==> src/rtl/hazard_scoreboard_pkg.sv <==
// rtl/hazard_scoreboard_pkg.sv - shared pipeline types for the hazard scoreboard
package hazard_scoreboard_pkg;

  // Entries carry the widest supported register address; narrower RA_W is zero-extended.
  localparam int RA_MAX_W = 8;
  localparam int FWD_RF   = 0;

  typedef struct packed {
    logic                valid;
    logic [RA_MAX_W-1:0] rd;
    logic                reg_wr;
    logic                is_load;
  } sb_entry_t;

endpackage

==> src/rtl/hazard_match.sv <==
// rtl/hazard_match.sv - youngest-producer match, forward select and load-use for one source
module hazard_match
  import hazard_scoreboard_pkg::*;
#(
  parameter int NUM_STAGES = 3,
  parameter int RA_W       = 5,
  parameter int LOAD_LAT   = 1,
  parameter int SEL_W      = $clog2(NUM_STAGES + 1)
) (
  input  logic [RA_W-1:0]                rs_i,
  input  logic                           rs_used_i,
  input  sb_entry_t [NUM_STAGES-1:0]     sb_i,
  output logic [SEL_W-1:0]               fwd_sel_o,
  output logic                           load_use_o
);

  logic [RA_MAX_W-1:0] rs_ext;
  int                  hit_idx;
  logic                hit_load;

  assign rs_ext = RA_MAX_W'(rs_i);

  // Walk oldest to youngest so the youngest matching stage overrides.
  always_comb begin
    hit_idx  = 0;
    hit_load = 1'b0;
    for (int k = NUM_STAGES; k >= 1; k--) begin
      if (sb_i[k-1].valid && sb_i[k-1].reg_wr && (sb_i[k-1].rd == rs_ext) &&
          (rs_i != '0) && rs_used_i) begin
        hit_idx  = k;
        hit_load = sb_i[k-1].is_load;
      end
    end
  end

  always_comb begin
    fwd_sel_o  = SEL_W'(FWD_RF);
    load_use_o = 1'b0;
    if (hit_idx != 0) begin
      if (hit_load && (hit_idx <= LOAD_LAT)) begin
        load_use_o = 1'b1;
      end else begin
        fwd_sel_o = SEL_W'(hit_idx);
      end
    end
  end

endmodule

==> src/rtl/hazard_scoreboard.sv <==
// rtl/hazard_scoreboard.sv - pipeline hazard scoreboard: forwarding, load-use stall, flush
module hazard_scoreboard
  import hazard_scoreboard_pkg::*;
#(
  parameter int NUM_STAGES = 3,
  parameter int RA_W       = 5,
  parameter int LOAD_LAT   = 1,
  parameter int CNT_W      = 16,
  localparam int SEL_W     = $clog2(NUM_STAGES + 1)
) (
  input  logic             clk,
  input  logic             rst,
  input  logic             id_valid,
  input  logic [RA_W-1:0]  id_rs1,
  input  logic [RA_W-1:0]  id_rs2,
  input  logic             id_rs1_used,
  input  logic             id_rs2_used,
  input  logic [RA_W-1:0]  id_rd,
  input  logic             id_reg_wr,
  input  logic             id_is_load,
  input  logic             br_taken,
  input  logic             ext_stall,
  output logic             stall_d,
  output logic             flush_d,
  output logic [SEL_W-1:0] fwd_sel_a,
  output logic [SEL_W-1:0] fwd_sel_b,
  output logic [CNT_W-1:0] stall_cnt,
  output logic [CNT_W-1:0] flush_cnt
);

  sb_entry_t [NUM_STAGES-1:0] sb_q, sb_d;
  logic [CNT_W-1:0]           stall_cnt_q, stall_cnt_d;
  logic [CNT_W-1:0]           flush_cnt_q, flush_cnt_d;

  logic [SEL_W-1:0] sel_a, sel_b;
  logic             lu_a, lu_b;
  logic             flush_raw, lu_stall, issue;
  sb_entry_t        id_entry;

  hazard_match #(
    .NUM_STAGES(NUM_STAGES), .RA_W(RA_W), .LOAD_LAT(LOAD_LAT), .SEL_W(SEL_W)
  ) u_match_a (
    .rs_i(id_rs1), .rs_used_i(id_rs1_used), .sb_i(sb_q),
    .fwd_sel_o(sel_a), .load_use_o(lu_a)
  );

  hazard_match #(
    .NUM_STAGES(NUM_STAGES), .RA_W(RA_W), .LOAD_LAT(LOAD_LAT), .SEL_W(SEL_W)
  ) u_match_b (
    .rs_i(id_rs2), .rs_used_i(id_rs2_used), .sb_i(sb_q),
    .fwd_sel_o(sel_b), .load_use_o(lu_b)
  );

  // A taken branch kills the decode slot, which also cancels any load-use stall on it.
  always_comb begin
    flush_raw = br_taken & ~ext_stall;
    lu_stall  = (lu_a | lu_b) & id_valid & ~flush_raw;
    issue     = id_valid & ~lu_stall & ~flush_raw & ~ext_stall;

    id_entry         = '0;
    id_entry.valid   = 1'b1;
    id_entry.rd      = RA_MAX_W'(id_rd);
    id_entry.reg_wr  = id_reg_wr;
    id_entry.is_load = id_is_load;
  end

  always_comb begin
    stall_d   = 1'b0;
    flush_d   = 1'b0;
    fwd_sel_a = '0;
    fwd_sel_b = '0;
    if (!rst) begin
      stall_d   = lu_stall | ext_stall;
      flush_d   = flush_raw;
      fwd_sel_a = sel_a;
      fwd_sel_b = sel_b;
    end
  end

  always_comb begin
    sb_d        = sb_q;
    stall_cnt_d = stall_cnt_q;
    flush_cnt_d = flush_cnt_q;
    if (!ext_stall) begin
      sb_d[0] = issue ? id_entry : '0;
      for (int k = 1; k < NUM_STAGES; k++) begin
        sb_d[k] = sb_q[k-1];
      end
    end
    if (lu_stall && !ext_stall && (stall_cnt_q != '1)) begin
      stall_cnt_d = stall_cnt_q + CNT_W'(1);
    end
    if (flush_raw && (flush_cnt_q != '1)) begin
      flush_cnt_d = flush_cnt_q + CNT_W'(1);
    end
  end

  always_ff @(posedge clk) begin
    if (rst) begin
      sb_q        <= '0;
      stall_cnt_q <= '0;
      flush_cnt_q <= '0;
    end else begin
      sb_q        <= sb_d;
      stall_cnt_q <= stall_cnt_d;
      flush_cnt_q <= flush_cnt_d;
    end
  end

  assign stall_cnt = stall_cnt_q;
  assign flush_cnt = flush_cnt_q;

endmodule

==> config.mk <==
export PLATFORM = sky130hd
export DESIGN_NAME = hazard_scoreboard
export DESIGN_NICKNAME = d
export VERILOG_FILES = /design/src/rtl/hazard_scoreboard_pkg.sv /design/src/rtl/hazard_match.sv /design/src/rtl/hazard_scoreboard.sv
export SDC_FILE = /design/constraint.sdc
export NUM_CORES = 1
export LEC_CHECK = 0
export BUFFER_PORTS_ARGS = -buffer_cell sky130_fd_sc_hd__buf_4
export CAP_MARGIN = 20
export CORE_MARGIN = 1.5
export CORE_UTILIZATION = 49
export DETAILED_ROUTE_END_ITERATION = 6
export GPL_TIMING_DRIVEN = 0
export PLACE_DENSITY = 0.76
export RECOVER_POWER = 100
export SYNTH_ARGS = -nofsm -noshare
export SYNTH_HDL_FRONTEND = slang
export SYNTH_SLANG_ARGS = --single-unit
==> constraint.sdc <==
create_clock -name clk -period 1.9 [get_ports clk]
set_input_delay 0.19 -clock clk [delete_from_list [all_inputs] [get_ports clk]]
set_output_delay 0.19 -clock clk [all_outputs]
set_load 0.005 [all_outputs]
After elaboration in Yosys (flattened, before gate mapping)
Index checks and enable logic that the tools add are counted.

operators by class
  $add $sub $neg = 2
  order comparisons = 2
  eq/ne operators = 8
  mux-type cells = 25
  bitwise logic cells = 11
  reductions and logical operators = 31

operators by type and width
  operator               number
  $reduce_bool 32->1     2
  $eq 8x5->1             6
  $add 16x1->16 const B  2
  $ne 16x16->1 const B   2
  $logic_and 1x1->1      26
  $mux 2                 12
  $mux 1                 12
  $mux 11                1
  $reduce_bool 5->1      2
  $and 1x1->1            6
  $le 2x1->1 const B     2
  $not 1->1              3
  $or 1x1->1             2
  $logic_not 1->1        1

storage, ports and cells
  register bits = 65
  bits of input ports = 24
  output and inout bits = 38
  word-level logic and storage cells = 93

Logic depth before layout (Yosys ltp)
Gate-level depths: netlist of run 1.

  depth in word-level cells = 19
  gate-level depth with buffers = 8
  depth with buffers taken out = 7

By module
From an unflattened synthesis of run 1, not the netlist that was laid out.

unflattened totals
  cell total of the unflattened synthesis = 363
  area, all modules = 3,136.8 um^2

by module, submodules not included
  module             times used  cells each  area an instance (um^2)  sequential area each (um^2)
  hazard_scoreboard  1           295         2,601.2                  1,121.1
  hazard_match       2           34          267.8                    0.0

Worst setup path before layout of run 1
No wires, ideal clock.

  kind = register to register
  start = register sb_q[4] in the netlist's numbering
  end = register stall_cnt_q[5] (netlist: stall_cnt[5])
  library setup time = 67 ps
  data arrival time = 1,811 ps
  required time = 1,833 ps
  path slack = 22 ps
  cell stages (with the launch flop) = 8
  buffers on the path = 1
  period minus slack after synthesis = 1,878 ps
  cells stage by stage = dfxtp_1 > xnor2_1 > nand4_1 > nor3_4 > o211ai_4 > buf_6 > or3_2 > a21oi_2

between the ends
  word-level cells in the longest chain between the ends = 14
  elaborated cells on any way between the ends = 27
  those cells by class = 2 x order compare; 2 x eq/ne; 8 x mux; 3 x bitwise; 12 x reduce/logical

RTL lines
  what                                RTL line                  source
  start: declaration                  hazard_scoreboard.sv:31   sb_entry_t [NUM_STAGES-1:0] sb_q, sb_d;
  start signal: assignment            hazard_scoreboard.sv:100  sb_q <= '0;
  start signal: assignment            hazard_scoreboard.sv:104  sb_q <= sb_d;
  $eq 8x5->1                          hazard_match.sv:28        if (sb_i[k-1].valid && sb_i[k-1].reg_wr && (sb_i[k-1].rd == rs_ext) &&
  $logic_and 1x1->1 (2 in a row)      hazard_match.sv:28
  $logic_and 1x1->1                   hazard_match.sv:29        (rs_i != '0) && rs_used_i) begin
  $mux 2                              hazard_match.sv:28
  $le 2x1->1                          hazard_match.sv:40        if (hit_load && (hit_idx <= LOAD_LAT)) begin
  $logic_and 1x1->1                   hazard_match.sv:40
  $mux 1                              hazard_match.sv:40
  $mux 1                              hazard_match.sv:39        if (hit_idx != 0) begin
  $or 1x1->1 (*)                      hazard_scoreboard.sv:57   lu_stall = (lu_a | lu_b) & id_valid & ~flush_raw;
  $and 1x1->1 (*) (2 in a row)        hazard_scoreboard.sv:57
  $logic_and 1x1->1 (*) (2 in a row)  hazard_scoreboard.sv:90   if (lu_stall && !ext_stall && (stall_cnt_q != '1)) begin
  end signal: assignment              hazard_scoreboard.sv:105  stall_cnt_q <= stall_cnt_d;
  end: declaration                    hazard_scoreboard.sv:32   logic [CNT_W-1:0] stall_cnt_q, stall_cnt_d;

Every way passes the cells marked *; elsewhere a longest branch is shown, timed or not.
A chain may end at the register's enable or synchronous reset.

Worst setup path in the final report of run 1
  start = register sb_q[17] in the netlist's numbering
  end = output port fwd_sel_a[0]

between the ends
  word-level cells in the longest chain between the ends = 11
  elaborated cells on any way between the ends = 14
  those cells by class = 1 x order compare; 1 x eq/ne; 7 x mux; 5 x reduce/logical

RTL lines
  what                                RTL line                 source
  $eq 8x5->1 (*)                      hazard_match.sv:28
  $logic_and 1x1->1 (*) (2 in a row)  hazard_match.sv:28
  $logic_and 1x1->1 (*)               hazard_match.sv:29
  $mux 2 (2 in a row)                 hazard_match.sv:28
  $le 2x1->1                          hazard_match.sv:40
  $logic_and 1x1->1                   hazard_match.sv:40
  $mux 2                              hazard_match.sv:40
  $mux 2 (*)                          hazard_match.sv:39
  $mux 2 (*)                          hazard_scoreboard.sv:72  if (!rst) begin
  end: declaration                    hazard_scoreboard.sv:25  output logic [SEL_W-1:0] fwd_sel_a,

Marks and branches as above.

==> results of run 1 <==
state kept, by name, indices dropped and copies added (netlist names):
name	flops
flush_cnt	16
sb_q	22
stall_cnt	16
area by class of cell:
cell class / count / area (um2) / area share, %
repair buffers: 74 / 596 / 14.9
flip-flops and latches: 54 / 1130 / 28.3
multi-input cells: 239 / 1960 / 48.9
clock buffers: 6 / 82.6 / 2.06
inverters: 4 / 15.0 / 0.375
plain buffers: 12 / 70.1 / 1.75
clock inverters: 2 / 60.1 / 1.50
well taps: 72 / 90.1 / 2.25
power breakdown:
group          total [mW]  internal [mW]  switching, mW
Combinational       0.206          0.103          0.103
Clock               0.948          0.562          0.386
Sequential           1.15           1.13         0.0154
Total                2.30           1.79          0.504
timing repair:
item / 4_1_cts / 5_1_grt
gates resized for setup: 67 / 34
setup endpoints to repair: 22 / 29
buffers inserted: 11 / 1
cloned: 1 / 1
pin swaps: 30 / 20
worst max-delay path: stages, from the launching register on:
cell	delay, ns
dfxtp_4	0.38
xnor2_2	0.15
nand4_1	0.12
or4_4	0.45
nor3b_1	0.16
a21oi_1	0.13
nor2_1	0.07
buf_4	0.17
layer usage:
metal	global-route usage [%]	part of all wire [%]	vias up
met3	4.77	4.8	20
li1	-	-	1281
met1	27.2	39	1296
met2	45.3	53	87
met4	12.5	3.0	0
met5	0	0	-
kinds of logic (layout without fill, tap and decap cells):
family,after synthesis,after routing,share of synthesized area [%]
compound gates,49,50,12.0
mux,18,18,6.53
flops,54,54,38.7
buf+inv,18,98,3.31
xor+xnor,40,40,12.5
fa+ha+maj,2,2,0.895
simple gates,129,129,26.0
cells in the final DEF (no fill, tap or decap), types with 13 or more instances in the layout:
master	n
nand3_1	14
xnor2_2	14
nor2_1	37
mux2i_1	16
dfxtp_2	13
dfxtp_1	31
buf_4	66
nand2_1	13
xnor2_1	13
nand4_1	14
xor2_1	13
how the worst min path moves through the flow:
| stage | start | slack, ns | depth (start not counted) | end |
|---|---|---|---|---|
| 4_1_cts | id_rd[4] | 0.07 | 2 | sb_q[6] |
| 3_5_place_dp | id_rd[4] | 0.40 | 2 | sb_q[6] |
| 3_3_place_gp | id_rd[4] | 0.40 | 2 | sb_q[6] |
| 6_report | id_rd[1] | 0.08 | 2 | sb_q[3] |
| 2_1_floorplan | id_is_load | 0.32 | 1 | sb_q[0] |
| 5_1_grt | id_rd[3] | 0.08 | 2 | sb_q[5] |
cell usage after synthesis, types with 7 or more instances:
cell type  instances
clkbuf_1           7
and3_1             7
nand4_1           14
o21ai_1            7
xnor2_1           27
mux2i_1           16
nand2_1           13
a21oi_1           15
nor2_1            37
nand3_1           15
a22o_1             7
or4_1              9
dfxtp_1           54
xor2_1            13
stage by stage:
step	utilization [%]	area [um2]	std cells	setup TNS, ns
2_1_floorplan	-	2800	310	0
3_3_place_gp	60.7	3340	443	-2.40
3_5_place_dp	60.7	3340	443	-2.96
4_1_cts	69.3	3810	462	-0.651
5_1_grt	72.8	4010	463	-5.16
6_report	72.8	4010	463	-2.94
==> impl_metrics.ini, run 1 <==
[critical_path]
crit_type = reg2out
arrival_ns = 1.94
timing.critical_path.from = sb_q[17]
r2r_setup_slack_ns = -0.18
cp-endpoint = fwd_sel_a[0]
start_kind = register
endpoint_kind = output port
r2r-start = sb_q[4]
reg2reg_depth = 8
required_ns = 1.71
timing.rr.end = stall_cnt[12]
cp_max_fo = 3

[floorplan]
ios = 62
rows = 27
dieArea_mm2 = 0.00617
chipWidth_um = 78.5
coreArea_mm2 = 0.00551
initial_core_util_pct = 50.8
die_h_um = 78.5

[clocking]
cts_num_sinks = 54
path_clk_slew_ns = 0.10
cts-htree-levels = 2
clock-root-buffer = clkbuf_8
ctsLongestPathBuffers = 2
cts_tree = yes
clkLatencyLatePin_ns = 0.31
hold_buffers = 0
cts_inserted_buffers = 5

[synthesis]
synthFlopType = dfxtp_1
synth_cells = 310
syn_nets = 336
avgSynthCellArea_um2 = 9.02
yosys_warnings = 0
yosys.area.top_type = dfxtp_1
synth_top_area_share_pct = 38.7
syn_area_mm2 = 0.00280
synthArstFlopShare_pct = 0
synth-edff-count = 0
synth_area_leaders = dfxtp_1 39%, xnor2_1 8.5%, mux2i_1 5.7%
synth_seq_cells = 54
synthDistinctLibCells = 49
yosysSeqAreaShare_pct = 38.7

[sta]
hold_viol = 0
period_needed_ns = 2.13
fmax_mhz = 470
rsz0062_at_grt = true
fin_skew_ns = 0.00462
setup_violations = 21
relSlewSlack_pct = 51.3
min_period_over_period_pct = 112
fin_ws_ns = -0.230
holdWs_ns = 0.0802
tightest_slew_ns = 0.730
drv_slew = 0

[power_and_ir_drop]
p_leak_nw = 1.54
finalPower_mw = 2.30
p_per_area_mw_per_mm2 = 574
vdd_drop_max_uv = 336

[global_route]
grt_max_degree = 17
grt_pass1_vias = 2600
grt-ovfl-total = 0
grt_pass1_wl_um = 11900
antenna_found_initial = 0
grt_usage_pct = 24.9

[placement]
place_congestion = 0.884
dp_slack_ns = -0.272
hpwl_um = 4750
port_buffers = 61

[drt]
routed_via_density = 5.80
drt_iter0_markers = 100
drt-pass1-iter-count = 4
wire_per_inst_um = 16.6
ant_nets = 0
drc = 0
num_vias = 2684
totalWireLength_um = 7690

[final_layout]
area_delta_synth_final_pct = 43.3
antenna_cells = 0
nets = 416
nFillCells = 406
layout-drive-gt1-share_pct = 43.7

[flow_run]
maxCapViolCount = 0

[worst_hold_path]
hold_class = in2reg

[status]
status = finished, violations left
violations = setup timing
Note: power is estimated with default switching activity, not from simulation.
==> run 2: changes to the inputs <==
- CORE_ASPECT_RATIO: default -> 2
- CORE_MARGIN: 1.5 -> default
==> run 2 against run 1 <==
The flow still finishes with violations (setup timing). Sequential power barely moved. Power fell by 10%. Register-to-register slack barely moved. Global-route usage fell by 1.6 points. Critical path type unchanged. Final cell count fell by 3.0%. Largest cell class unchanged. Critical endpoint unchanged. Highest routed layer unchanged.
==> impl_metrics.ini, run 2 (same netlist as run 1, synthesis figures left out) <==
[critical_path]
reg2reg_depth = 8
arrival_ns = 1.96
timing.critical_path.from = sb_q[24]
critical-path-top-delay-family = simple AND/OR/NAND/NOR gates
timing.rr.end = stall_cnt[3]
endpoint_kind = output port
cp-endpoint = fwd_sel_a[0]
cp.depth = 7
path_buf_inv = 1
required_ns = 1.71
max_stage_delay_ns = 0.47
r2r-start = sb_q[2]
r2r_setup_slack_ns = -0.18
start_kind = register
crit_type = reg2out
cp_max_fo = 3
cpMaxStageDelayCell = or4_1
crit_path_cell_trace = xnor2_1, nand4_1, or4_1, nor3b_2, a21oi_1, nor2_1, buf_4

[final_layout]
nFillCells = 436
nets = 414
regMostFlops = sb_q
utilization_pct = 70.1
layout-drive-gt1-share_pct = 41.4
final_cell_area_mm2 = 0.00383
largest_reg_flops = 22
final_cell_mix = 66 x buf_4, 37 x nor2_1, 24 x dfxtp_1
area_delta_synth_final_pct = 37.1
antenna_cells = 0
mostFrequentLayoutCell = buf_4

[clocking]
cts_tree = yes
cts-htree-levels = 2
cts_num_sinks = 54
path_clk_slew_ns = 0.10
cts_inserted_buffers = 5
hold_buffers = 0
ctsLongestPathBuffers = 2
clkLatencyLatePin_ns = 0.32
clock-root-buffer = clkbuf_8

[sta]
tightest_slew_ns = 0.711
fmax_mhz = 465
rsz0062_at_grt = true
drv_slew = 0
relSlewSlack_pct = 52.6
setup_violations = 19
period_needed_ns = 2.15
min_period_over_period_pct = 113
fin_skew_ns = 0.0125
fin_ws_ns = -0.252
hold_viol = 0
holdWs_ns = 0.0705

[placement]
place_area_mm2 = 0.00333
place_congestion = 0.883
port_buffers = 61
hpwl_um = 5180

[drt]
wire_per_inst_um = 16.8
ant_nets = 0
num_vias = 2681
drc = 0
routed_via_density = 5.97
totalWireLength_um = 7520
drt_iter0_markers = 113
drt-pass1-iter-count = 4

[status]
violations = setup timing
status = finished, violations left

[floorplan]
rows = 38
initial_core_util_pct = 51.1
coreArea_mm2 = 0.00547
chipWidth_um = 55.4
die_h_um = 109
ios = 62
dieArea_mm2 = 0.00603

[global_route]
grt_usage_pct = 23.2
grt_pass1_wl_um = 11000
antenna_found_initial = 0
grt_max_degree = 17
grt-ovfl-total = 0
grt_pass1_vias = 2397

[flow_run]
maxCapViolCount = 0

[power_and_ir_drop]
vdd_drop_max_uv = 685
p_per_area_mw_per_mm2 = 538
p_leak_nw = 1.49

[worst_hold_path]
hold_class = in2reg
hold_start = id_is_load
-- run 2: changes by cell type in the layout (fill, tap and decap cells not counted), sizes merged --
cell,previous run,this run
clkinv,0,1
clkbuf,14,13
bufinv,2,0
-- run 2: cell type report --
type | count | area, um2 | area share [%]
flip-flops and latches | 54 | 1150 | 29.9
inverters | 4 | 15.0 | 0.392
plain buffers | 12 | 70.1 | 1.83
well taps | 60 | 75.1 | 1.96
repair buffers | 72 | 577 | 15.0
clock buffers | 7 | 96.3 | 2.51
multi-input cells | 239 | 1850 | 48.1
clock inverters | 1 | 8.76 | 0.228
-- run 2: metal layers --
layer / wire length, um / GRT usage [%] / vias up
met5: 0 / 0 / -
met4: 244 / 11.6 / 0
met3: 285 / 3.32 / 19
met2: 4280 / 45.4 / 93
met1: 2710 / 23.4 / 1294
li1: - / - / 1275
-- run 2: how the worst min path moves through the flow --
stage	to	cells after the start
after floorplan	sb_q[0]	1
after global placement	sb_q[6]	2
after detailed placement	sb_q[6]	2
after CTS	sb_q[0]	2
after global routing	sb_q[6]	2
final	sb_q[0]	2
-- run 2: through the flow --
step	instances	setup TNS, ns	power, mW	worst slack, ns
5_1_grt	449	-4.08	2.14	-0.302
2_1_floorplan	310	0	1.27	0.0221
3_5_place_dp	431	-3.05	1.36	-0.289
3_3_place_gp	431	-2.39	1.35	-0.255
4_1_cts	446	-1.32	2.08	-0.177
6_report	449	-2.46	2.06	-0.252
-- run 2: what timing repair did --
action,4_1_cts,5_1_grt
endpoints found under the setup margin,22,28
cloned,0,2
hold endpoints to repair,0,0
setup buffers,7,3
resized for setup,31,53
pin swaps,6,11
-- run 2: power by group --
| group | switching [mW] | internal, mW |
|---|---|---|
| logic | 0.0991 | 0.101 |
| clock network | 0.386 | 0.335 |
| registers | 0.0164 | 1.13 |
-- run 2: worst register-to-register path: stages (launching register included) --
cell      delay [ns]
dfxtp_2         0.42
xnor2_2         0.14
nand4_1         0.16
nor3_4          0.22
buf_6           0.17
o211ai_4        0.13
buf_6           0.20
or3_2           0.44
a21oi_1         0.14
==> run 3: changes to the inputs <==
- CORE_UTILIZATION: 49 -> 40
- PLACE_DENSITY: 0.76 -> default
==> run 3 against run 2 <==
The run still ends with setup timing left. Count of clock-buffer cells in the layout fell by 1. Sequential share of layout area fell by 2.5 points. Sequential cell count did not move. Largest cell class unchanged. First-iteration DRC count fell by 8.8%. Core utilization fell by 8.6 points. Power rose by 24%. Sequential power barely moved. Critical path type unchanged. Highest routed layer unchanged. Largest power group is now the clock network. Wire length rose by 7.1%. Combinational power rose by 4%. Setup slack improved by 0.055 ns. Critical path depth did not move. Final cell count rose by 6.5%.
==> impl_metrics.ini, run 3 (same netlist as run 1, synthesis figures left out) <==
[status]
status = finished, violations left
violations = setup timing

[floorplan]
chipWidth_um = 61.1
dieArea_mm2 = 0.00735
rows = 42
coreArea_mm2 = 0.00667
ios = 62
initial_core_util_pct = 41.9
die_h_um = 120

[power_and_ir_drop]
p_sw_share_pct = 21.0
intPower_mw = 2.02
p_per_area_mw_per_mm2 = 624
pwr-share-seq_pct = 44.7
clock_power_share_pct = 47.2
pwr-share-comb_pct = 8.1
power.switching_mw = 0.537
p_leak_nw = 1.59
vdd_drop_max_uv = 480

[sta]
fmax_mhz = 477
period_needed_ns = 2.10
setup_violations = 21
relSlewSlack_pct = 48.2
fin_skew_ns = 0.00235
rsz0062_at_grt = true
fin_ws_ns = -0.197
min_period_over_period_pct = 110
hold_viol = 0
tightest_slew_ns = 0.776
drv_slew = 0

[final_layout]
nets = 415
final_cell_mix = 40 x buf_4, 38 x dfxtp_1, 37 x nor2_1
utilization_pct = 61.5
final_cell_area_mm2 = 0.00411
area_delta_synth_final_pct = 46.8
antenna_cells = 0
regMostFlops = sb_q
mostFrequentLayoutCell = buf_4
layout-drive-gt1-share_pct = 42.3
largest_reg_flops = 22

[critical_path]
endpoint_kind = output port
cp_max_fo = 3
arrival_ns = 1.91
r2r_setup_slack_ns = -0.09
required_ns = 1.71
start_kind = register
crit_type = reg2out

[clocking]
ctsLongestPathBuffers = 2
cts_inserted_buffers = 5
path_clk_slew_ns = 0.07
hold_buffers = 0
clkLatencyLatePin_ns = 0.29
cts-htree-levels = 2
cts_tree = yes
clock-root-buffer = clkbuf_16
cts_num_sinks = 54

[drt]
num_vias = 2614
wire_per_inst_um = 16.9
drt-pass1-iter-count = 4
drc = 0
drt_iter0_markers = 103
totalWireLength_um = 8060
ant_nets = 0
routed_via_density = 5.47

[global_route]
grt-ovfl-total = 0
grt_usage_pct = 22.5
grt_pass1_vias = 2603
grt_max_degree = 17
antenna_found_initial = 0
grt_pass1_wl_um = 12200

[placement]
place_area_mm2 = 0.00336
hpwl_um = 5530
port_buffers = 61
place_congestion = 0.864

[flow_run]
maxCapViolCount = 0

[worst_hold_path]
hold_class = in2reg
## run 3: cell count changes in the layout (fill, tap and decap cells not counted), sizes merged
cell    change
buf        -29
clkinv      -1
bufinv      +2
clkbuf     +29
## run 3: path summary, 6_finish.rpt
check / start / end / cells after the start
min: id_rd[4] / sb_q[6] / 2
max reg2reg: stall_cnt[7] / stall_cnt[1] / 8
min reg2reg: stall_cnt[15] / stall_cnt[15] / 2
max: sb_q[26] / fwd_sel_b[0] / 7
## run 3: layer usage
metal | track usage, % | routed length [um] | up-vias
li1 | - | - | 1277
met1 | 21.1 | 2920 | 1249
met2 | 43.5 | 4600 | 70
met3 | 4.06 | 262 | 18
met4 | 9.94 | 270 | 0
met5 | 0 | 0 | -
## run 3: power by group through the flow
stage	Combinational, mW	Sequential (mW)	Clock (mW)
floorplan	0.0943	1.18	0
global placement	0.175	1.18	0
detailed placement	0.179	1.18	0
CTS	0.191	1.15	1.23
global route	0.223	1.15	1.27
finish	0.208	1.15	1.21
## run 3: timing repair
action	CTS	global route
gates cloned	2	0
pin swaps	24	29
endpoints found under the setup margin	23	29
resized for setup	53	55
buffers inserted	9	2
## run 3: worst max-delay path, stage by stage, from the launching register on
cell and delay, ns:
dfxtp_2 0.36, xnor2_2 0.18, nand4_1 0.12, or4_4 0.45
nor3b_2 0.18, a21oi_1 0.06, nor2_1 0.13, buf_4 0.13
## run 3: cell type report
type / count / area, um2
clock buffers: 6 / 139
fillers: 592 / 2570
flip-flops and latches: 54 / 1130
inverters: 4 / 15.0
repair buffers: 73 / 564
plain buffers: 12 / 73.8
well taps: 88 / 110
clock inverters: 2 / 60.1
multi-input cells: 239 / 2020
## run 3: through the flow
step	std cells	hold slack (ns)	setup TNS (ns)	power (mW)	setup slack, ns
6_report	478	0.102	-1.20	2.56	-0.197
5_1_grt	478	0.102	-3.60	2.64	-0.249
4_1_cts	477	0.0949	-0.650	2.58	-0.151
3_5_place_dp	459	0.406	-3.49	1.36	-0.280
3_3_place_gp	459	0.401	-2.92	1.36	-0.269
2_1_floorplan	310	0.316	0	1.27	0.0221
